--- config.mk ---
export PLATFORM = sky130hd
export DESIGN_NAME = alu_arbiter
export DESIGN_NICKNAME = d
export VERILOG_FILES = /design/src/rtl/alu_arbiter.sv
export SDC_FILE = /design/constraint.sdc
export NUM_CORES = 1
export LEC_CHECK = 0
export BUFFER_PORTS_ARGS = -buffer_cell sky130_fd_sc_hd__buf_2
export CORE_AREA = 2 2 65 67
export DETAILED_ROUTE_END_ITERATION = 7
export DIE_AREA = 0 0 67 69
export PLACE_DENSITY = 0.77
export SETUP_SLACK_MARGIN = 0.1
export SYNTH_ARGS = -nofsm -noshare
export SYNTH_HDL_FRONTEND = slang
export SYNTH_SLANG_ARGS = --single-unit
--- constraint.sdc ---
create_clock -name clk -period 1.7 [get_ports clk]
set_input_delay 0.34 -clock clk [delete_from_list [all_inputs] [get_ports clk]]
set_output_delay 0.34 -clock clk [all_outputs]
set_load 0.01 [all_outputs]
--- src/rtl/alu_arbiter.sv ---
// Round-robin arbiter/sequencer sharing one combinational 8-bit ALU between two requesters.
// Optional feature: define ALU_ARB_DIV0_EN to force out=8'hFF, carry=0 on divide-by-zero.
module alu_arbiter #(
  parameter bit RR_INIT = 1'b0
) (
  input  logic       clk,
  input  logic       rst,
  input  logic       req0_valid,
  output logic       req0_ready,
  input  logic [7:0] req0_a,
  input  logic [7:0] req0_b,
  input  logic [3:0] req0_sel,
  input  logic       req1_valid,
  output logic       req1_ready,
  input  logic [7:0] req1_a,
  input  logic [7:0] req1_b,
  input  logic [3:0] req1_sel,
  output logic       rsp0_valid,
  input  logic       rsp0_ready,
  output logic [7:0] rsp0_out,
  output logic       rsp0_carry,
  output logic       rsp1_valid,
  input  logic       rsp1_ready,
  output logic [7:0] rsp1_out,
  output logic       rsp1_carry,
  output logic [7:0] alu_a,
  output logic [7:0] alu_b,
  output logic [3:0] alu_sel,
  input  logic [7:0] alu_out,
  input  logic       alu_carry
);

  typedef enum logic [1:0] {IDLE, EXEC, RESP} state_t;

  state_t     state_q, state_d;
  logic       prio_q, prio_d;
  logic       grant_q, grant_d;
  logic [7:0] a_q, a_d, b_q, b_d, out_q, out_d;
  logic [3:0] sel_q, sel_d;
  logic       carry_q, carry_d;

  logic       win0, win1;
  logic [7:0] resOut;
  logic       resCarry;

  // prio_q names the requester that wins when both are valid
  assign win0 = req0_valid & (~req1_valid | ~prio_q);
  assign win1 = req1_valid & (~req0_valid |  prio_q);

  assign req0_ready = (state_q == IDLE) & ~rst & win0;
  assign req1_ready = (state_q == IDLE) & ~rst & win1;

  assign rsp0_valid = (state_q == RESP) & ~grant_q;
  assign rsp1_valid = (state_q == RESP) &  grant_q;
  assign rsp0_out   = rsp0_valid ? out_q : 8'h00;
  assign rsp1_out   = rsp1_valid ? out_q : 8'h00;
  assign rsp0_carry = rsp0_valid & carry_q;
  assign rsp1_carry = rsp1_valid & carry_q;

  assign alu_a   = a_q;
  assign alu_b   = b_q;
  assign alu_sel = sel_q;

`ifdef ALU_ARB_DIV0_EN
  assign resOut   = (sel_q == 4'b0011 && b_q == 8'h00) ? 8'hFF : alu_out;
  assign resCarry = (sel_q == 4'b0011 && b_q == 8'h00) ? 1'b0  : alu_carry;
`else
  assign resOut   = alu_out;
  assign resCarry = alu_carry;
`endif

  always_comb begin
    state_d = state_q;
    prio_d  = prio_q;
    grant_d = grant_q;
    a_d     = a_q;
    b_d     = b_q;
    sel_d   = sel_q;
    out_d   = out_q;
    carry_d = carry_q;
    case (state_q)
      IDLE: begin
        if (win0 | win1) begin
          grant_d = win1;
          a_d     = win1 ? req1_a   : req0_a;
          b_d     = win1 ? req1_b   : req0_b;
          sel_d   = win1 ? req1_sel : req0_sel;
          prio_d  = ~win1;
          state_d = EXEC;
        end
      end
      EXEC: begin
        out_d   = resOut;
        carry_d = resCarry;
        state_d = RESP;
      end
      RESP: begin
        if (grant_q ? rsp1_ready : rsp0_ready) state_d = IDLE;
      end
      default: state_d = IDLE;
    endcase
  end

  // Reset aborts any in-flight operation and discards its response
  always_ff @(posedge clk) begin
    if (rst) begin
      state_q <= IDLE;
      prio_q  <= RR_INIT;
      grant_q <= 1'b0;
      a_q     <= 8'h00;
      b_q     <= 8'h00;
      sel_q   <= 4'b0000;
      out_q   <= 8'h00;
      carry_q <= 1'b0;
    end else begin
      state_q <= state_d;
      prio_q  <= prio_d;
      grant_q <= grant_d;
      a_q     <= a_d;
      b_q     <= b_d;
      sel_q   <= sel_d;
      out_q   <= out_d;
      carry_q <= carry_d;
    end
  end

endmodule

==> results of run 1 <==
[repair_timing]
action	CTS	global route
cloned	1	1
endpoints found under the setup margin	41	40
gates resized for setup	10	15
pin swaps	1	11
setup buffers	1	4
[per-layer routing]
metal  wire length [um]  vias up  track usage [%]
li1                   -      938                -
met1               1930      872             24.8
met2               2530       98             35.1
met3                478        6             8.48
met4                 55        0             8.16
met5                  0        -                0
[kinds of logic (layout without fill, tap and decap cells)]
logic type / count (synthesis) / after routing / share of synthesized area, %
flip-flops: 33 / 33 / 40.5
AO/OA/AOI/OAI: 73 / 73 / 27.0
AND/OR/NAND/NOR: 76 / 78 / 24.5
buffers and inverters: 24 / 117 / 7.44
multiplexers: 1 / 1 / 0.614
[flip-flops by register name (all words and copies together), names as in the netlist]
name     flops
prio_q       1
alu_b        8
alu_sel      4
out_q        8
state_q      2
grant_q      1
alu_a        8
carry_q      1
[final cells by class]
type / instances / share of cell area [%]
multi-input combinational: 152 / 39.2
sequential: 33 / 28.5
timing repair buffer: 108 / 26.0
clock buffer: 8 / 3.40
tap: 50 / 2.65
inverter: 1 / 0.159
[placed cells by master (no fill, tap or decap), drive strengths merged]
cell	n
nand2	20
nor2b	1
nand2b	2
and2b	1
nor3b	2
and2	18
a21oi	32
inv	1
o21ai	21
nand3	21
nor3	3
nor4	1
a311oi	20
and3b	2
dfxtp	33
nand3b	1
mux2i	1
nor2	4
or2	2
buf	108
clkbuf	8
[power breakdown]
part | leakage (uW) | internal [uW] | switching, uW
Sequential | 0.000275 | 858 | 58.2
Clock | 0.0000395 | 290 | 268
Combinational | 0.000766 | 231 | 284
[metrics by stage]
stage	hold WS (ns)	utilization [%]	total power (uW)
after floorplan	0.440	-	1220
after global placement	0.448	54.2	1390
after detailed placement	0.459	54.2	1400
after CTS	0.281	57.6	1980
after global routing	0.278	60.3	2120
final	0.288	60.3	1990
[worst paths after layout]
kind,start,endpoint,cells past startpoint
hold / removal,alu_out[0],out_q[0],3
hold reg to reg,out_q[0],out_q[0],2
setup / recovery,state_q[0],req1_ready,3
setup reg to reg,state_q[0],alu_sel[0],4
[tightest hold or removal path, stage by stage]
cell and delay (ns):
buf_2 0.09, nand2_1 0.04, a21oi_1 0.05
==> flow_summary.json, run 1 <==
{
  "grt_setup_unrepaired": "yes",
  "synthCells": 207,
  "hold_violations": 0,
  "fin_nets": 356,
  "slowest_stage": "dfxtp_4",
  "syn_area_per_cell_sq_um": 7.88,
  "dr_total_vias": 1914,
  "crit_path_end_kind": "primary output",
  "outcome": "complete, no violations",
  "synth_edf_count": 0,
  "dp_slack_ns": -0.0122,
  "synthTopCellsByArea": "dfxtp_1 40%, a311oi_1 11%, a21oi_1 9.8%",
  "root_buffer": "clkbuf_8",
  "ant_nets": 0,
  "ys_seq_area_share_pct": 40.5,
  "setup_violations": 0,
  "first_iter_violations": 80,
  "synthTopCellsByCount": "33 x dfxtp_1, 32 x a21oi_1, 21 x nand3_1, 21 x o21ai_0",
  "totalNegativeSetupSlack_ns": 0,
  "drc": 0,
  "regArea_sq_um": 673,
  "max_stage_delay_ns": 0.38,
  "ios": 97,
  "avgViaCountPerCell": 5.44,
  "post_dp_cell_area_sq_um": 2120,
  "cp_max_fo": 8,
  "multi_input_area_sq_um": 925,
  "start_kind": "flip-flop",
  "syn_nets": 262,
  "routedWlPerCell_um": 14.2,
  "worstMarginPinSlew_ns": 0.482,
  "maxCapViolations": 0,
  "cts_sinks": 33,
  "synth_warnings": 0,
  "cp.arrival_ns": 1.26,
  "synth_most_common_cell": "dfxtp_1",
  "first_pass_iters": 4,
  "area_delta_synth_final_pct": 44.6,
  "h-tree-depth": 2,
  "timing.final.crit_share_pct": 94.1,
  "final_layout_size_suffix_gt1_share_pct": 43.0,
  "grt_pass1_vias": 1720,
  "dp_hpwl_mm": 3.22,
  "die_x_um": 67,
  "nFillCells": 376,
  "peakVddDrop_mv": 0.552,
  "postLayoutSetupSlackWorst_ns": 0.0999,
  "clkLatencyLatePin_ns": 0.28,
  "path_cells": "or2_4 -> nor4_4 -> buf_2",
  "slew_headroom_pct": 67.8,
  "grt_max_degree": 31,
  "power_per_cell_area_nw_per_um2": 844,
  "cp.required_ns": 1.36,
  "numPortBuffers": 96,
  "antenna_found_initial": 0,
  "worstSetupPathType": "flip-flop to primary output",
  "cp_num_buf_inv": 1,
  "rows": 23,
  "die_area_sq_um": 4620,
  "clock_path_buffers": 2,
  "yosysTopAreaCellShare_pct": 40.5,
  "async_flop_share_pct": 0,
  "clkSlewWorstSetupHoldPaths_ns": 0.06,
  "synth_area_sq_um": 1630,
  "cts_hold_buffers": 0,
  "yosys.area.top_type": "dfxtp_1",
  "stdcell_count": 352,
  "gp_congestion": 0.746,
  "fin_area_sq_um": 2360,
  "hp-class": "primary input to flip-flop",
  "power_leakage_uw": 0.00108,
  "dp.cells": 337,
  "num_antenna_cells": 0,
  "r2r_slack_ns": 0.16,
  "wl_mm": 4.99,
  "slew_violations": 0,
  "tritoncts": "yes",
  "grt_usage_pct": 21.5,
  "clock_skew_ns": 0.00240,
  "overflow": 0,
  "numCtsBuffers": 5,
  "critPathTopFamily": "simple AND/OR/NAND/NOR gates",
  "yosysUniqueCellTypes": 26,
  "ys_seq_elements": 33,
  "initial_core_util_pct": 41.7,
  "core-area_sq_um": 3910,
  "die_y_um": 69,
  "grt_pass1_wl_mm": 7.78,
  "synth_ff_type": "dfxtp_1",
  "layout_min_cycle_time_ns": 1.60,
  "max_freq_mhz": 625
}
Note: power is estimated with default switching activity, not from simulation.
==> run 2, diff against run 1 <==
==> constraint.sdc (replaced) <==
create_clock -name clk -period 1.7 [get_ports clk]
set_input_delay 0.17 -clock clk [delete_from_list [all_inputs] [get_ports clk]]
set_output_delay 0.17 -clock clk [all_outputs]
set_load 0.01 [all_outputs]
==> run 2 against run 1 <==
Against the previous run:
- count of clock-buffer cells in the layout down 1
- critical path depth unchanged
- sequential power barely moved
- first-iteration DRC count increased by 16%
- routed wire length is 8.4% lower
- critical path type unchanged
- highest routed layer unchanged
==> flow_summary.json, run 2 (synthesis results as in run 1) <==
{
  "slew_headroom_pct": 71.6,
  "layout_min_cycle_time_ns": 1.52,
  "tritoncts": "yes",
  "gp_congestion": 0.778,
  "drc": 0,
  "final_util_pct": 57.8,
  "fin_nets": 351,
  "initial_core_util_pct": 41.7,
  "ios": 97,
  "post_cts_buffers": 0,
  "grt_max_degree": 23,
  "totalNegativeSetupSlack_ns": 0,
  "stdcell_count": 347,
  "clock_skew_ns": 0.00980,
  "first_iter_violations": 93,
  "max_freq_mhz": 660,
  "root_buffer": "clkbuf_8",
  "timing.final.crit_share_pct": 89.1,
  "cts_hold_buffers": 0,
  "rows": 23,
  "hold_depth": 3,
  "clkSlewWorstSetupHoldPaths_ns": 0.07,
  "avgViaCountPerCell": 5.32,
  "grt_usage_pct": 20.7,
  "die_x_um": 67,
  "worstMarginPinSlew_ns": 0.426,
  "start_kind": "flip-flop",
  "clock_path_buffers": 2,
  "routedWlPerCell_um": 13.2,
  "overflow": 0,
  "worstSetupPathType": "flip-flop to primary output",
  "nFillCells": 383,
  "dp_hpwl_mm": 3.13,
  "die_y_um": 69,
  "hp-class": "primary input to flip-flop",
  "maxCapViolations": 0,
  "cts_sinks": 33,
  "numCtsBuffers": 5,
  "ant_nets": 0,
  "power_leakage_uw": 0.00105,
  "area_delta_synth_final_pct": 38.6,
  "first_pass_iters": 4,
  "wl_mm": 4.58,
  "final_common_cell": "buf_2",
  "final_layout_size_suffix_gt1_share_pct": 40.4,
  "cp.required_ns": 1.53,
  "setup_violations": 0,
  "mostFrequentLayoutCells": "96 x buf_2, 32 x a21oi_1, 31 x dfxtp_1, 21 x o21ai_0, 21 x nand3_1",
  "h-tree-depth": 2,
  "die_area_sq_um": 4620,
  "outcome": "complete, no violations",
  "clkLatencyLatePin_ns": 0.29,
  "grt_pass1_wl_mm": 7.59,
  "crit_path_end_kind": "primary output",
  "numPortBuffers": 96,
  "cp_max_fo": 10,
  "power_per_cell_area_nw_per_um2": 951,
  "hold_violations": 0,
  "r2r_cells": 4,
  "grt_pass1_vias": 1753,
  "cp.arrival_ns": 1.35,
  "antenna_found_initial": 0,
  "grt_setup_unrepaired": "no",
  "dr_total_vias": 1845,
  "slew_violations": 0,
  "p_total_uw": 2150,
  "dp.cells": 338,
  "core-area_sq_um": 3910,
  "num_antenna_cells": 0,
  "peakVddDrop_mv": 0.438
}
==> run 2: changes by cell type in the layout (fill, tap and decap cells not counted), moves of 2 or more <==
| cell | previous run | this run |
|---|---|---|
| and2_1 | 13 | 18 |
| and2_4 | 5 | 0 |
| buf_2 | 91 | 96 |
| buf_4 | 11 | 8 |
| buf_6 | 5 | 0 |
| clkbuf_1 | 3 | 1 |
| dfxtp_1 | 29 | 31 |
| dfxtp_4 | 3 | 0 |
==> run 2: repair_timing <==
item,4_1_cts,5_1_grt
cloned,0,1
setup endpoints to repair,10,18
resized for setup,2,5
pin swaps,0,0
==> run 2: layout make-up <==
class	count	area, sq um	area share (%)
flip-flops and latches	33	663	29.3
clock inverters	1	30.0	1.33
clock buffers	7	86.3	3.82
multi-input cells	151	875	38.7
inverters	1	3.75	0.166
repair buffers	104	541	23.9
well taps	50	62.6	2.77
==> run 2: layer usage <==
layer / global-route usage, % / share of wire, % / up-vias
li1: - / - / 920
met1: 23.5 / 40 / 816
met2: 34.5 / 47 / 101
met3: 7.01 / 11 / 8
met4: 8.84 / 1.4 / 0
met5: 0 / 0 / -
==> run 2: critical path, stage by stage, from the launching register on <==
cell,delay (ns)
dfxtp_1,0.48
and3b_2,0.32
and2_1,0.14
buf_2,0.12
==> run 2: path summary, 6_finish.rpt <==
path                       to        from  slack [ns]
hold / removal       out_q[0]  alu_out[0]        0.12
setup / recovery  rsp1_out[1]     grant_q        0.18
hold reg to reg      out_q[3]    out_q[3]        0.46
setup reg to reg     alu_a[0]  state_q[0]        0.44
==> run 2: through the flow <==
step	setup WS [ns]	hold slack, ns	instance area, sq um
2_1_floorplan	0.421	0.306	1630
3_3_place_gp	0.328	0.412	2120
3_5_place_dp	0.260	0.416	2120
4_1_cts	0.130	0.109	2240
5_1_grt	0.0930	0.118	2260
6_report	0.185	0.122	2260
==> run 2: power by group <==
| group | switching [uW] | leakage, uW | internal, uW | total, uW |
|---|---|---|---|---|
| clock network | 281 | 0.0000585 | 478 | 759 |
| registers | 55.5 | 0.000273 | 858 | 914 |
| logic | 265 | 0.000717 | 213 | 478 |
==> run 3, diff against run 2 <==
ABC_AREA = 1   (was not set)
CORE_AREA = 2 2 66 68   (was 2 2 65 67)
DIE_AREA = 0 0 68 70   (was 0 0 67 69)
==> run 3 against run 2 <==
Against the previous run:
- design area grew 0.66%
- clock skew is 0.0013 ns lower
- combinational power increased by 9.6%
- worst hold slack better by 0.044 ns
- critical path depth is 2 higher
- synthesized area rose by 2.6%
- die area grew 3.0%
- register-to-register slack improved by 0.02 ns
- clock power decreased by 20%
- critical endpoint is now rsp1_out[6]
- largest power group unchanged
==> flow_summary.json, run 3 <==
{
  "outcome": "complete, no violations",
  "worstMarginPinSlew_ns": 0.501,
  "dr_total_vias": 1866,
  "root_buffer": "clkbuf_8",
  "yosys.area.top_type": "dfxtp_1",
  "worstSetupPathType": "flip-flop to primary output",
  "hold_violations": 0,
  "synthCells": 265,
  "hp-start": "req0_a[5]",
  "numCtsBuffers": 5,
  "r2r_slack_ns": 0.46,
  "grt_use_met3_pct": 7.57,
  "postLayoutSetupSlackWorst_ns": 0.196,
  "hp-class": "primary input to flip-flop",
  "slowest_stage": "dfxtp_1",
  "yosysUniqueCellTypes": 15,
  "grt_pass1_vias": 1604,
  "slew_headroom_pct": 66.5,
  "avgViaCountPerCell": 4.53,
  "clock_path_buffers": 2,
  "synth_ff_type": "dfxtp_1",
  "final_common_cell": "buf_2",
  "power_leakage_uw": 0.00134,
  "async_flop_share_pct": 0,
  "cp.required_ns": 1.53,
  "setup_violations": 0,
  "ys_seq_area_share_pct": 39.5,
  "power_per_cell_area_nw_per_um2": 896,
  "path_cells": "inv_1 -> nor2_2 -> nand2_2 -> nor2_1 -> buf_2",
  "synth_edf_count": 0,
  "synth_area_sq_um": 1670,
  "grt_max_degree": 24,
  "clkLatencyLatePin_ns": 0.28,
  "dp.cells": 404,
  "drc": 0,
  "h-tree-depth": 2,
  "syn_nets": 320,
  "cp_max_fo": 10,
  "r2r_cells": 4,
  "first_pass_iters": 4,
  "crit_path_end_kind": "primary output",
  "routedWlPerCell_um": 10.6,
  "layout_min_cycle_time_ns": 1.50,
  "synth_warnings": 0,
  "met1_usage_pct": 21.6,
  "num_antenna_cells": 0,
  "first_iter_violations": 56,
  "gp_congestion": 0.776,
  "die_area_sq_um": 4760,
  "overflow": 0,
  "fin_nets": 414,
  "dp_hpwl_mm": 3.16,
  "p_total_uw": 2040,
  "ios": 97,
  "area_delta_synth_final_pct": 35.9,
  "hold_end": "alu_a[5]",
  "max_stage_delay_ns": 0.35,
  "r2r-start": "state_q[1]",
  "slew_violations": 0,
  "die_x_um": 68,
  "cts_hold_buffers": 0,
  "mostFrequentLayoutCells": "96 x buf_2, 57 x inv_1, 49 x nand2_1, 42 x nand3_1, 33 x dfxtp_1",
  "cts_sinks": 33,
  "cts.repair.resized": 0,
  "wl_mm": 4.38,
  "syn_area_per_cell_sq_um": 6.32,
  "totalNegativeSetupSlack_ns": 0,
  "grt_pass1_wl_mm": 6.96,
  "post_cts_buffers": 0,
  "clkSlewWorstSetupHoldPaths_ns": 0.07,
  "tritoncts": "yes",
  "grt.met2_usage_pct": 32.5,
  "maxCapViolations": 0,
  "core-area_sq_um": 4140,
  "clock_skew_ns": 0.00854,
  "ys_seq_elements": 33,
  "dp_slack_ns": 0.396,
  "peakVddDrop_mv": 0.507,
  "numPortBuffers": 96,
  "yosysTopAreaCellShare_pct": 39.5,
  "grt_usage_pct": 19.1,
  "antenna_found_initial": 0,
  "start_kind": "flip-flop",
  "hold_depth": 5,
  "ant_nets": 0,
  "stdcell_count": 412,
  "final_layout_size_suffix_gt1_share_pct": 31.9,
  "initial_core_util_pct": 40.4,
  "synthTopCellsByCount": "57 x inv_1, 51 x nand2_1, 42 x nand3_1, 33 x dfxtp_1, 32 x a21oi_1",
  "synthTopCellsByArea": "dfxtp_1 39%, inv_1 13%, nand3_1 13%",
  "rr_endpoint": "out_q[4]",
  "die_y_um": 70,
  "timing.final.crit_share_pct": 88.5,
  "post_dp_cell_area_sq_um": 2170,
  "rows": 24,
  "max_freq_mhz": 665,
  "grt.busiest_layer": "met2",
  "fin_area_sq_um": 2280,
  "cp.arrival_ns": 1.33,
  "grt_setup_unrepaired": "yes",
  "synth_most_common_cell": "inv_1"
}
## run 3: logic make-up (layout without fill, tap and decap cells)
logic type      Yosys count  count (layout)  synth area share [%]
compound gates           42              42                  12.6
buf+inv                  73             168                  18.3
flops                    33              33                  39.5
simple gates            117             117                  29.7
## run 3: area by class of cell
cell class / count / area [sq um]
Tap cell: 52 / 65.1
Clock buffer: 6 / 82.6
Sequential cell: 33 / 661
Multi-Input combinational cell: 159 / 714
Timing Repair Buffer: 101 / 518
Inverter: 59 / 221
Clock inverter: 2 / 13.8
Fill cell: 434 / 1870
## run 3: stage by stage
step / hold slack [ns] / util (%)
after floorplan: 0.361 / -
after global placement: 0.449 / 52.4
after detailed placement: 0.458 / 52.4
after CTS: 0.163 / 54.7
after global routing: 0.175 / 54.9
final: 0.166 / 54.9
## run 3: routing by layer
metal	up-vias	routed length (um)	share of wire [%]
met3	2	423	9.7
met5	-	0	0
met2	72	2110	48
li1	1001	-	-
met4	0	24	0.55
met1	791	1820	42
## run 3: worst max-delay path, delay by kind of cell (launching register included)
kind          cells  cell delay [ns]
buf+inv           2             0.23
flops             1             0.35
simple gates      3             0.46
## run 3: power breakdown
group | switching [uW] | internal (uW)
clock | 283 | 328
combinational | 317 | 207
sequential | 39.6 | 866
total | 639 | 1400
## run 3: worst max path at each step
stage | start | endpoint | slack, ns
finish | state_q[1] | rsp1_out[6] | 0.20
global route | state_q[1] | rsp0_out[1] | 0.04
CTS | state_q[1] | rsp1_out[6] | 0.07
detailed placement | state_q[1] | rsp1_out[6] | 0.40
global placement | state_q[1] | rsp0_out[0] | 0.46
floorplan | prio_q | req1_ready | 0.61
